File: src/rtl/usb_pkg.sv
// Shared USB TX definitions: request codes, PID bytes, SYNC pattern and CRC16 constants.
package usb_pkg;

  typedef enum logic [2:0] {
    TX_NONE  = 3'd0,
    TX_DATA0 = 3'd1,
    TX_DATA1 = 3'd2,
    TX_ACK   = 3'd3,
    TX_NAK   = 3'd4,
    TX_STALL = 3'd5
  } tx_packet_t;

  typedef enum logic [2:0] {
    ST_IDLE,
    ST_SYNC,
    ST_PID,
    ST_DATA_REQ,
    ST_DATA_WAIT,
    ST_DATA_SEND,
    ST_CRC_LO,
    ST_CRC_HI
  } tx_state_t;

  localparam logic [7:0]  PID_DATA0 = 8'hC3;
  localparam logic [7:0]  PID_DATA1 = 8'h4B;
  localparam logic [7:0]  PID_ACK   = 8'hD2;
  localparam logic [7:0]  PID_NAK   = 8'h5A;
  localparam logic [7:0]  PID_STALL = 8'h1E;

  localparam logic [7:0]  SYNC_BYTE       = 8'h80;
  localparam logic [15:0] CRC16_POLY_REFL = 16'hA001;
  localparam logic [15:0] CRC16_INIT      = 16'hFFFF;

  function automatic logic [7:0] pid_byte(input tx_packet_t code);
    case (code)
      TX_DATA0: pid_byte = PID_DATA0;
      TX_DATA1: pid_byte = PID_DATA1;
      TX_ACK:   pid_byte = PID_ACK;
      TX_NAK:   pid_byte = PID_NAK;
      TX_STALL: pid_byte = PID_STALL;
      default:  pid_byte = 8'h00;
    endcase
  endfunction

endpackage

File: src/rtl/usb_tx_packet_builder_if.sv
// Byte stream to the serializer plus the buffer TX read port, as seen by the packet builder.
interface usb_tx_packet_builder_if;
  logic [7:0] byte_out;
  logic       byte_valid;
  logic       byte_ready;
  logic       byte_last;
  logic       get_tx_data;
  logic [7:0] TX_packet_data;

  modport master (
    output byte_out, byte_valid, byte_last, get_tx_data,
    input  byte_ready, TX_packet_data
  );

  modport slave (
    input  byte_out, byte_valid, byte_last, get_tx_data,
    output byte_ready, TX_packet_data
  );
endinterface

File: src/rtl/usb_crc16_byte.sv
// Combinational USB CRC16 update by one byte, reflected polynomial, LSB first.
module usb_crc16_byte
  import usb_pkg::*;
(
  input  logic [15:0] crc_in,
  input  logic [7:0]  data,
  output logic [15:0] crc_out
);

  always_comb begin
    crc_out = crc_in ^ {8'h00, data};
    for (int i = 0; i < 8; i++) begin
      crc_out = crc_out[0] ? ((crc_out >> 1) ^ CRC16_POLY_REFL) : (crc_out >> 1);
    end
  end

endmodule

File: src/rtl/usb_tx_packet_builder.sv
// USB TX packet assembler: SYNC, PID, optional payload pulled from the buffer, CRC16.
// state     | meaning
// IDLE      | waiting for a request
// SYNC      | presenting SYNC byte
// PID       | presenting PID byte (last byte for handshakes)
// DATA_REQ  | one-cycle buffer read strobe
// DATA_WAIT | capturing buffer data, updating CRC
// DATA_SEND | presenting payload byte
// CRC_LO    | presenting inverted CRC low byte
// CRC_HI    | presenting inverted CRC high byte (last)
module usb_tx_packet_builder
  import usb_pkg::*;
#(
  parameter int         MAX_PAYLOAD = 64,
  parameter logic [7:0] SYNC_BYTE   = usb_pkg::SYNC_BYTE
)(
  input  logic                           clk,
  input  logic                           rst,
  input  logic [2:0]                     tx_packet,
  input  logic [6:0]                     buff_occ,
  usb_tx_packet_builder_if.master        bus,
  output logic                           tx_busy,
  output logic                           tx_done,
  output logic                           tx_error
);

  localparam logic [7:0] MAX_LEN = 8'(MAX_PAYLOAD);

  tx_state_t   state;
  logic [7:0]  pid_q;
  logic        is_data_q;
  logic [6:0]  rem_q;
  logic [15:0] crc_q;
  logic [15:0] crc_next;
  logic        xfer;
  logic        req_data;
  logic        req_hs;
  logic        req_bad;

  assign xfer = bus.byte_valid & bus.byte_ready;

  always_comb begin
    req_data = (tx_packet == TX_DATA0) || (tx_packet == TX_DATA1);
    req_hs   = (tx_packet == TX_ACK) || (tx_packet == TX_NAK) || (tx_packet == TX_STALL);
    req_bad  = (tx_packet > 3'd5) || (req_data && ({1'b0, buff_occ} > MAX_LEN));
  end

  usb_crc16_byte u_crc (
    .crc_in  (crc_q),
    .data    (bus.TX_packet_data),
    .crc_out (crc_next)
  );

  always_ff @(posedge clk or posedge rst) begin
    if (rst) begin
      state           <= ST_IDLE;
      pid_q           <= 8'h00;
      is_data_q       <= 1'b0;
      rem_q           <= 7'd0;
      crc_q           <= CRC16_INIT;
      bus.byte_out    <= 8'h00;
      bus.byte_valid  <= 1'b0;
      bus.byte_last   <= 1'b0;
      bus.get_tx_data <= 1'b0;
      tx_busy         <= 1'b0;
      tx_done         <= 1'b0;
      tx_error        <= 1'b0;
    end else begin
      tx_done         <= 1'b0;
      tx_error        <= 1'b0;
      bus.get_tx_data <= 1'b0;
      case (state)
        ST_IDLE: begin
          if (req_bad) begin
            tx_error <= 1'b1;
          end else if (req_data || req_hs) begin
            state          <= ST_SYNC;
            pid_q          <= pid_byte(tx_packet_t'(tx_packet));
            is_data_q      <= req_data;
            rem_q          <= req_data ? buff_occ : 7'd0;
            bus.byte_out   <= SYNC_BYTE;
            bus.byte_valid <= 1'b1;
            bus.byte_last  <= 1'b0;
            tx_busy        <= 1'b1;
          end
        end
        ST_SYNC: if (xfer) begin
          state         <= ST_PID;
          bus.byte_out  <= pid_q;
          bus.byte_last <= !is_data_q;
        end
        ST_PID: if (xfer) begin
          if (!is_data_q) begin
            state          <= ST_IDLE;
            bus.byte_valid <= 1'b0;
            bus.byte_last  <= 1'b0;
            tx_busy        <= 1'b0;
            tx_done        <= 1'b1;
          end else if (rem_q != 7'd0) begin
            state           <= ST_DATA_REQ;
            bus.byte_valid  <= 1'b0;
            bus.get_tx_data <= 1'b1;
          end else begin
            state        <= ST_CRC_LO;
            bus.byte_out <= ~crc_q[7:0];
          end
        end
        ST_DATA_REQ: state <= ST_DATA_WAIT;
        ST_DATA_WAIT: begin
          state          <= ST_DATA_SEND;
          bus.byte_out   <= bus.TX_packet_data;
          bus.byte_valid <= 1'b1;
          crc_q          <= crc_next;
          rem_q          <= rem_q - 7'd1;
        end
        ST_DATA_SEND: if (xfer) begin
          if (rem_q != 7'd0) begin
            state           <= ST_DATA_REQ;
            bus.byte_valid  <= 1'b0;
            bus.get_tx_data <= 1'b1;
          end else begin
            state        <= ST_CRC_LO;
            bus.byte_out <= ~crc_q[7:0];
          end
        end
        ST_CRC_LO: if (xfer) begin
          state         <= ST_CRC_HI;
          bus.byte_out  <= ~crc_q[15:8];
          bus.byte_last <= 1'b1;
        end
        ST_CRC_HI: if (xfer) begin
          state          <= ST_IDLE;
          bus.byte_valid <= 1'b0;
          bus.byte_last  <= 1'b0;
          crc_q          <= CRC16_INIT;
          tx_busy        <= 1'b0;
          tx_done        <= 1'b1;
        end
        default: state <= ST_IDLE;
      endcase
    end
  end

endmodule

File: src/flat_wrapper.sv
// flat-port wrapper written by rule: the top's interface ports become plain ports
module usb_tx_packet_builder_flat import usb_pkg::*;
#(
  parameter int         MAX_PAYLOAD = 64,
  parameter logic [7:0] SYNC_BYTE   = usb_pkg::SYNC_BYTE
)
  (clk, rst, tx_packet, buff_occ, tx_busy, tx_done, tx_error, bus_byte_out, bus_byte_valid, bus_byte_last, bus_get_tx_data, bus_byte_ready, bus_TX_packet_data);
  usb_tx_packet_builder_if bus_i ();
  input  logic clk;
  input  logic rst;
  input  logic [2:0] tx_packet;
  input  logic [6:0] buff_occ;
  output logic tx_busy;
  output logic tx_done;
  output logic tx_error;
  output wire logic [$bits(bus_i.byte_out)-1:0] bus_byte_out;
  output wire logic [$bits(bus_i.byte_valid)-1:0] bus_byte_valid;
  output wire logic [$bits(bus_i.byte_last)-1:0] bus_byte_last;
  output wire logic [$bits(bus_i.get_tx_data)-1:0] bus_get_tx_data;
  input wire logic [$bits(bus_i.byte_ready)-1:0] bus_byte_ready;
  input wire logic [$bits(bus_i.TX_packet_data)-1:0] bus_TX_packet_data;
  assign bus_byte_out = bus_i.byte_out;
  assign bus_byte_valid = bus_i.byte_valid;
  assign bus_byte_last = bus_i.byte_last;
  assign bus_get_tx_data = bus_i.get_tx_data;
  assign bus_i.byte_ready = bus_byte_ready;
  assign bus_i.TX_packet_data = bus_TX_packet_data;
  usb_tx_packet_builder #(.MAX_PAYLOAD(MAX_PAYLOAD), .SYNC_BYTE(SYNC_BYTE)) u_core (.clk(clk), .rst(rst), .tx_packet(tx_packet), .buff_occ(buff_occ), .bus(bus_i), .tx_busy(tx_busy), .tx_done(tx_done), .tx_error(tx_error));
endmodule
File: config.mk
export PLATFORM = sky130hd
export DESIGN_NAME = usb_tx_packet_builder_flat
export DESIGN_NICKNAME = d
export VERILOG_FILES = /design/src/rtl/usb_pkg.sv /design/src/rtl/usb_tx_packet_builder_if.sv /design/src/rtl/usb_crc16_byte.sv /design/src/rtl/usb_tx_packet_builder.sv /design/src/flat_wrapper.sv
export SDC_FILE = /design/constraint.sdc
export NUM_CORES = 1
export LEC_CHECK = 0
export ABC_AREA = 1
export CAP_MARGIN = 20
export CORE_MARGIN = 2
export CORE_UTILIZATION = 40
export DETAILED_ROUTE_END_ITERATION = 16
export GPL_TIMING_DRIVEN = 0
export PLACE_DENSITY_LB_ADDON = 0.15
export SYNTH_ARGS = -nofsm -noshare
export SYNTH_HDL_FRONTEND = slang
export SYNTH_SLANG_ARGS = --single-unit
File: constraint.sdc
create_clock -name clk -period 2 [get_ports clk]
set_input_delay 0.3 -clock clk [delete_from_list [all_inputs] [get_ports clk]]
set_output_delay 0.3 -clock clk [all_outputs]
set_load 0.05 [all_outputs]
==> summary.txt, run 1 <==
Worst setup path
  – Startpoint types: register
  – Arrival time at the worst endpoint: 2130 ps
  – Crit end category: register
  – Setup CP Type: reg -> reg
  – Reg-to-Reg Start: u_core.rem_q[0]
  – R2R setup slack: 60 ps
  – Reg2reg path depth: 12
  – Worst endpoint required time: 2190 ps
  – Top fanout value on the critical path: 6
  – Crit. Startpoint: u_core.rem_q[0]
  – RR Endpoint: u_core.bus.byte_out[7]

Final layout
  – Layout Cells excl Fill: 556
  – ANT cells: 0
  – Commonest cells after routing, fill and taps aside: nand2_1 (110), inv_1 (59), clkdlybuf4s50_1 (31), dfrtp_1 (31), o21ai_0 (28)
  – # fillers: 730
  – Synth-to-Final Area Change: 24.6%
  – Commonest non-fill, non-tap cell in the layout: nand2_1
  – Design Area, Final: 3680 um2
  – Fraction of layout cells with a size suffix above 1: 0.190
  – Post-layout nets: 481

Timing
  – Rel. slew slack: 0.653
  – RSZ-0062 raised after global routing: true
  – Final hold violations: 0
  – Layout Skew: 4.03 ps
  – Max Slew Vio Count: 0
  – Slew @ Worst Pin: 520 ps
  – Final period util: 0.972
  – Fmax achieved: 515 MHz
  – Worst hold slack: 332 ps
  – # setup viols final: 0
  – Final Critical Period: 1940 ps

Clocking
  – CTS tree: yes
  – CTS max path bufs: 2
  – Clk slew on worst S/H paths: 90 ps
  – Clock sink count: 47
  – H-tree Lvls: 2
  – Total CTS buffers: 5
  – Clock latency on the worst-skew pair: 300 ps
  – Hold Buf Count CTS: 0
  – CTS Root Cell: clkbuf_8

Logic synthesis
  – Leading area contributor after synthesis: dfrtp_1
  – Simple-Gate Fraction of Synth Area: 0.276
  – FF+latch count, synth: 47
  – Main flop type after synthesis: dfrtp_1
  – Post-synthesis sequential area ratio: 0.404
  – Synth area leaders: dfrtp_1 (26%), nand2_1 (14%), dfstp_2 (14%)
  – Ys Warns: 0
  – Post-synth top area share: 0.262
  – Cell variety after synth: 43
  – Post-Syn Instances: 408
  – Largest family of logic cells by synthesized area: simple AND/OR/NAND/NOR gates
  – Cell Area, Synth: 2960 um2
  – Post-synth EDFFs: 0
  – Syn nets: 433
  – Multiplexer share of the synthesized area: 0
  – Syn_area_per_cell: 7.25 um2
  – Adder-cell share of the synthesized area: 0.0169
  – Post-synth ARST share: 1.00
  – Post-synthesis compound-gate area fraction: 0.187
  – Post-Synth XOR/XNOR Area: 0.0118

Global route
  – Initial antenna violation count: 0
  – Vias in the first global route: 2569
  – Overall global routing resource usage: 0.188
  – GRT overflow: 0
  – Global-route wire length before repair: 12.2 mm
  – Largest net degree at the start of global routing: 28

Worst hold path
  – Hold Crit Class: in -> async

Die
  – Die width: 90.0 um
  – Die H: 90.0 um
  – Io pins: 35
  – Die Area: 8100 um2
  – Core area: 7210 um2
  – Initial Util: 0.410
  – Row cnt: 31

Placement
  – Hpwl dp: 5.66 mm
  – Area post-placement: 3440 um2
  – Inst Count DP: 542
  – GP Congestion: 0.892
  – Port buffer count: 34

Power and ir drop
  – Comb power frac: 0.571
  – LEAKAGE: 1.79 nW
  – Switching power share of the total: 0.467
  – P_sw: 0.00287 W
  – Clock power frac: 0.134
  – Register share of total power: 0.295
  – Internal power: 0.00327 W
  – Power Density: 1670 nW/um2
  – Max VDD drop: 0.000548 V

Flow run
  – Number of max-cap violations: 0

Status
  – Status: finished, final reports clean

Detailed routing
  – Post-route antenna net violation count: 0
  – Drt wl/cell: 13.6 um
  – Initial DRC count: 105
  – DR vias/cell: 4.93
  – Drt first pass iters: 4
  – Routed wire length: 7.59 mm
  – Total via count after detailed routing: 2742
  – DR DRC count: 0
registers in the layout, summed over array words and instances, names as in the netlist:
name                    cells
u_core.crc_q               16
u_core.tx_busy              1
u_core.tx_done              1
u_core.pid_q                7
u_core.bus.byte_valid       1
u_core.state                3
u_core.bus.get_tx_data      1
u_core.bus.byte_last        1
u_core.bus.byte_out         8
u_core.tx_error             1
u_core.rem_q                7
critical path: stages, from the launching register on:
cell and delay, ps:
dfrtp_1 390, inv_2 90, ha_4 150, nand2_2 70
nor2_4 120, nand2_2 80, nor2_4 120, inv_2 60
nand2_2 80, nand3_4 80, nor3_4 300, buf_4 210
a21oi_1 70
synthesized netlist by cell type (3+ instances only):
| cell type | count |
|---|---|
| nand3_1 | 18 |
| dfrtp_1 | 31 |
| nand2_2 | 7 |
| o21ai_2 | 7 |
| inv_2 | 6 |
| inv_1 | 63 |
| dfstp_2 | 16 |
| a21oi_1 | 17 |
| nand2_1 | 114 |
| nor2_2 | 7 |
| o22ai_1 | 13 |
| ha_1 | 4 |
| o21ai_1 | 7 |
| nand3_2 | 3 |
| o21ai_0 | 29 |
| nor2_1 | 27 |
cells by family (layout without fill, tap and decap cells):
| logic type | count (synthesis) | in the layout |
|---|---|---|
| buf+inv | 77 | 126 |
| flops | 47 | 47 |
| xor+xnor | 4 | 4 |
| compound gates | 91 | 91 |
| simple gates | 185 | 185 |
| fa+ha+maj | 4 | 4 |
worst max path at each step:
stage                     cells after the start                endpoint  slack (ps)
after floorplan                               8  u_core.bus.byte_out[7]          90
after global placement                        2         u_core.state[2]        -450
after detailed placement                     14         u_core.rem_q[4]        -420
after CTS                                    13  u_core.bus.byte_out[7]        0.08
after global routing                         13  u_core.bus.byte_out[7]         -70
final                                        12  u_core.bus.byte_out[7]          60
final cells by class:
type	instances	area, um2	area share
flip-flops and latches	47	1200	0.325
clock inverters	2	60.1	0.0163
repair buffers	41	409	0.111
clock buffers	6	72.6	0.0197
inverters	71	270	0.0733
multi-input cells	284	1520	0.412
well taps	99	124	0.0336
plain buffers	6	36.3	0.00985
metrics by stage:
step / util / setup TNS (ps) / worst slack, ps / total power [W]
2_1_floorplan: - / 0 / 93.2 / 0.00413
3_3_place_gp: 0.474 / -25150 / -449 / 0.00491
3_5_place_dp: 0.477 / -11960 / -419 / 0.00497
4_1_cts: 0.497 / 0 / 0.0848 / 0.00586
5_1_grt: 0.511 / -243 / -66.9 / 0.00664
6_report: 0.511 / 0 / 56.7 / 0.00614
per-layer routing:
| layer | GRT usage | share of wire | wire, um |
|---|---|---|---|
| met1 | 0.257 | 0.48 | 3630 |
| met2 | 0.307 | 0.47 | 3570 |
| met3 | 0.0285 | 0.036 | 275 |
| met4 | 0.0590 | 0.015 | 114 |
| met5 | 0 | 0 | 0 |
repair_timing:
item | in CTS | in global routing
gates cloned | 0 | 1
endpoints found under the setup margin | 22 | 31
setup buffers | 1 | 4
pin swaps | 1 | 4
resized for setup | 4 | 20
power groups by stage:
stage          clock (W)  combinational, W  sequential [W]
3_3_place_gp           0           0.00311         0.00180
6_report        0.000823           0.00351         0.00181
3_5_place_dp           0           0.00316         0.00181
2_1_floorplan          0           0.00209         0.00204
4_1_cts         0.000856           0.00321         0.00179
5_1_grt         0.000895           0.00389         0.00186
No activity file was read; power rests on OpenSTA's default activity.
==> run 2, diff against run 1 <==
--- a/config.mk
+++ b/config.mk
@@ -8,7 +8,8 @@
 export ABC_AREA = 1
 export CAP_MARGIN = 20
 export CORE_MARGIN = 2
-export CORE_UTILIZATION = 40
+export CORE_UTILIZATION = 56
+export CTS_CLUSTER_SIZE = 25
 export DETAILED_ROUTE_END_ITERATION = 16
 export GPL_TIMING_DRIVEN = 0
 export PLACE_DENSITY_LB_ADDON = 0.15
==> summary.txt, run 2 (synthesis gave the netlist of run 1 again) <==
Worst setup path
  – Worst path most repeated cell: nand2_2 (unchanged)
  – Worst endpoint required time: 2230 ps (was 2190 ps)
  – Critical path depth: 14 (was 12)
  – Crit end category: register (unchanged)
  – Slowest cell on crit path: dfrtp_1 (unchanged)
  – Reg2reg path depth: 14 (was 12)
  – CP delay by family, top: simple AND/OR/NAND/NOR gates (unchanged)
  – Worst path bufs/invs: 4 (was 3)
  – Arrival time at the worst endpoint: 2200 ps (was 2130 ps)
  – Startpoint types: register (unchanged)
  – CP Cell Sequence: inv_2 -> ha_4 -> nand2_2 -> nor2_4 -> nand2_2 -> nor2_4 -> inv_2 -> nand2_2 -> nand3_4 -> nor3_4 -> buf_4 -> buf_4 -> nand2_1 -> o21ai_1 (was inv_2 -> ha_4 -> nand2_2 -> nor2_4 -> nand2_2 -> nor2_4 -> inv_2 -> nand2_2 -> nand3_4 -> nor3_4 -> buf_4 -> a21oi_1)
  – Reg-to-Reg Start: u_core.rem_q[0] (unchanged)
  – Setup CP Type: reg -> reg (unchanged)
  – R2R setup slack: 30 ps (was 60 ps)
  – RR Endpoint: u_core.bus.byte_out[4] (was u_core.bus.byte_out[7])
  – Crit-path max cell delay: 390 ps (about the same)
  – Top fanout value on the critical path: 7 (was 6)

Power and ir drop
  – LEAKAGE: 1.77 nW (was 1.79 nW)
  – Power Density: 1650 nW/um2 (was 1670 nW/um2)
  – Max VDD drop: 0.000768 V (was 0.000548 V)
  – Pwr Total: 0.00604 W (was 0.00614 W)

Timing
  – Final Critical Period: 1970 ps (was 1940 ps)
  – Rel. slew slack: 0.556 (was 0.653)
  – Slew @ Worst Pin: 664 ps (was 520 ps)
  – Setup ws final: 26.0 ps (was 56.7 ps)
  – Fmax achieved: 507 MHz (was 515 MHz)
  – Layout Skew: 9.52 ps (was 4.03 ps)
  – Final hold violations: 0 (unchanged)
  – Final period util: 0.987 (was 0.972)
  – Setup TNS Final: 0 ps (unchanged)
  – Max Slew Vio Count: 0 (unchanged)
  – RSZ-0062 raised after global routing: true (unchanged)
  – # setup viols final: 0 (unchanged)
  – Worst hold slack: 223 ps (was 332 ps)

Die
  – Io pins: 35 (unchanged)
  – Core area: 5110 um2 (was 7210 um2)
  – Die width: 76.7 um (was 90.0 um)
  – Die Area: 5880 um2 (was 8100 um2)
  – Die H: 76.7 um (was 90.0 um)
  – Initial Util: 0.579 (was 0.410)
  – Row cnt: 26 (was 31)

Clocking
  – Clock sink count: 47 (unchanged)
  – Total CTS buffers: 5 (unchanged)
  – H-tree Lvls: 2 (unchanged)
  – CTS tree: yes (unchanged)
  – CTS Root Cell: clkbuf_8 (unchanged)
  – Clock latency on the worst-skew pair: 310 ps (was 300 ps)
  – CTS max path bufs: 2 (unchanged)
  – Clk slew on worst S/H paths: 90 ps (about the same)

Detailed routing
  – Routed wire length: 7.45 mm (was 7.59 mm)
  – DR DRC count: 0 (unchanged)
  – Drt wl/cell: 14.0 um (was 13.6 um)
  – DR vias/cell: 5.41 (was 4.93)
  – Total via count after detailed routing: 2875 (was 2742)
  – Initial DRC count: 214 (was 105)
  – Post-route antenna net violation count: 0 (unchanged)
  – Drt first pass iters: 5 (was 4)

Final layout
  – ANT cells: 0 (unchanged)
  – Most flops, register: u_core.crc_q (unchanged)
  – Post-layout nets: 485 (was 481)
  – Fraction of layout cells with a size suffix above 1: 0.208 (was 0.190)
  – Commonest cells after routing, fill and taps aside: nand2_1 (105), inv_1 (58), clkdlybuf4s50_1 (31), dfrtp_1 (31) (was nand2_1 (110), inv_1 (59), clkdlybuf4s50_1 (31), dfrtp_1 (31), o21ai_0 (28))
  – Largest regs: u_core.crc_q: 16 flops, u_core.bus.byte_out: 8 flops (unchanged)
  – Commonest non-fill, non-tap cell in the layout: nand2_1 (unchanged)
  – Max FFs per register: 16 (unchanged)
  – Synth-to-Final Area Change: 23.5% (was 24.6%)
  – Design Area, Final: 3650 um2 (was 3680 um2)

Placement
  – Hpwl dp: 5.25 mm (was 5.66 mm)
  – GP Congestion: 0.873 (was 0.892)
  – Port buffer count: 34 (unchanged)
  – Area post-placement: 3410 um2 (was 3440 um2)
  – Setup slack at placement: -388 ps (was -419 ps)

Global route
  – GRT overflow: 0 (unchanged)
  – Global-route wire length before repair: 12.2 mm (about the same)
  – Largest net degree at the start of global routing: 39 (was 28)
  – Initial antenna violation count: 0 (unchanged)
  – Vias in the first global route: 2666 (was 2569)
  – Overall global routing resource usage: 0.257 (was 0.188)

Status
  – Status: finished, final reports clean (unchanged)

Flow run
  – Number of max-cap violations: 0 (unchanged)

Worst hold path
  – Hold Crit Class: in -> async (unchanged)
## run 2: changes by cell type in the layout (fill, tap and decap cells not counted), sizes merged
| cell | change |
|---|---|
| buf | +4 |
| dlygate4sd2 | +1 |
| clkbuf | -1 |
| dlymetal6s2s | -1 |
| bufinv | -2 |
| clkinvlp | +3 |
## run 2: cell type report
class                   instances  area [um2]
well taps                      70        87.6
flip-flops and latches         47        1200
repair buffers                 45         435
multi-input cells             284        1540
plain buffers                   6        36.3
clock buffers                   5        68.8
inverters                      71         273
fillers                       440        1460
clock inverters                 3        20.0
## run 2: worst max-delay path by stage
stage / startpoint / end / slack (ps)
floorplan: u_core.bus.byte_valid / u_core.bus.byte_out[7] / 90
global placement: tx_packet[1] / u_core.rem_q[4] / -350
detailed placement: tx_packet[1] / u_core.bus.byte_out[4] / -390
CTS: u_core.rem_q[0] / u_core.bus.byte_out[4] / 10
global route: u_core.rem_q[0] / u_core.bus.byte_out[4] / -70
finish: u_core.rem_q[0] / u_core.bus.byte_out[4] / 30
## run 2: per-layer routing
metal | GRT usage | routed length, um
met3 | 0.0424 | 406
met2 | 0.396 | 3580
met5 | 0 | 0
met1 | 0.367 | 3340
met4 | 0.0927 | 131
## run 2: stage by stage
| stage | instances | utilization |
|---|---|---|
| CTS | 522 | 0.685 |
| finish | 531 | 0.715 |
| global route | 531 | 0.715 |
| global placement | 512 | 0.663 |
| detailed placement | 513 | 0.667 |
| floorplan | 408 | - |
## run 2: worst reg2reg max path: cells and delay by family (launching register included)
kind	cells	cell delay (ps)
buf+inv	4	470
flops	1	390
compound gates	1	90
fa+ha+maj	1	160
simple gates	8	800
## run 2: repair_timing
item,4_1_cts,5_1_grt
buffers inserted,1,8
gates resized for setup,3,28
hold buffers,0,0
pin swaps,1,7
setup endpoints to repair,15,25
gates cloned,0,1
## run 2: where the power goes
part,total (W),switching (W),internal [W]
clock,0.000587,0.000343,0.000244
sequential,0.00180,0.000328,0.00147
combinational,0.00365,0.00228,0.00138
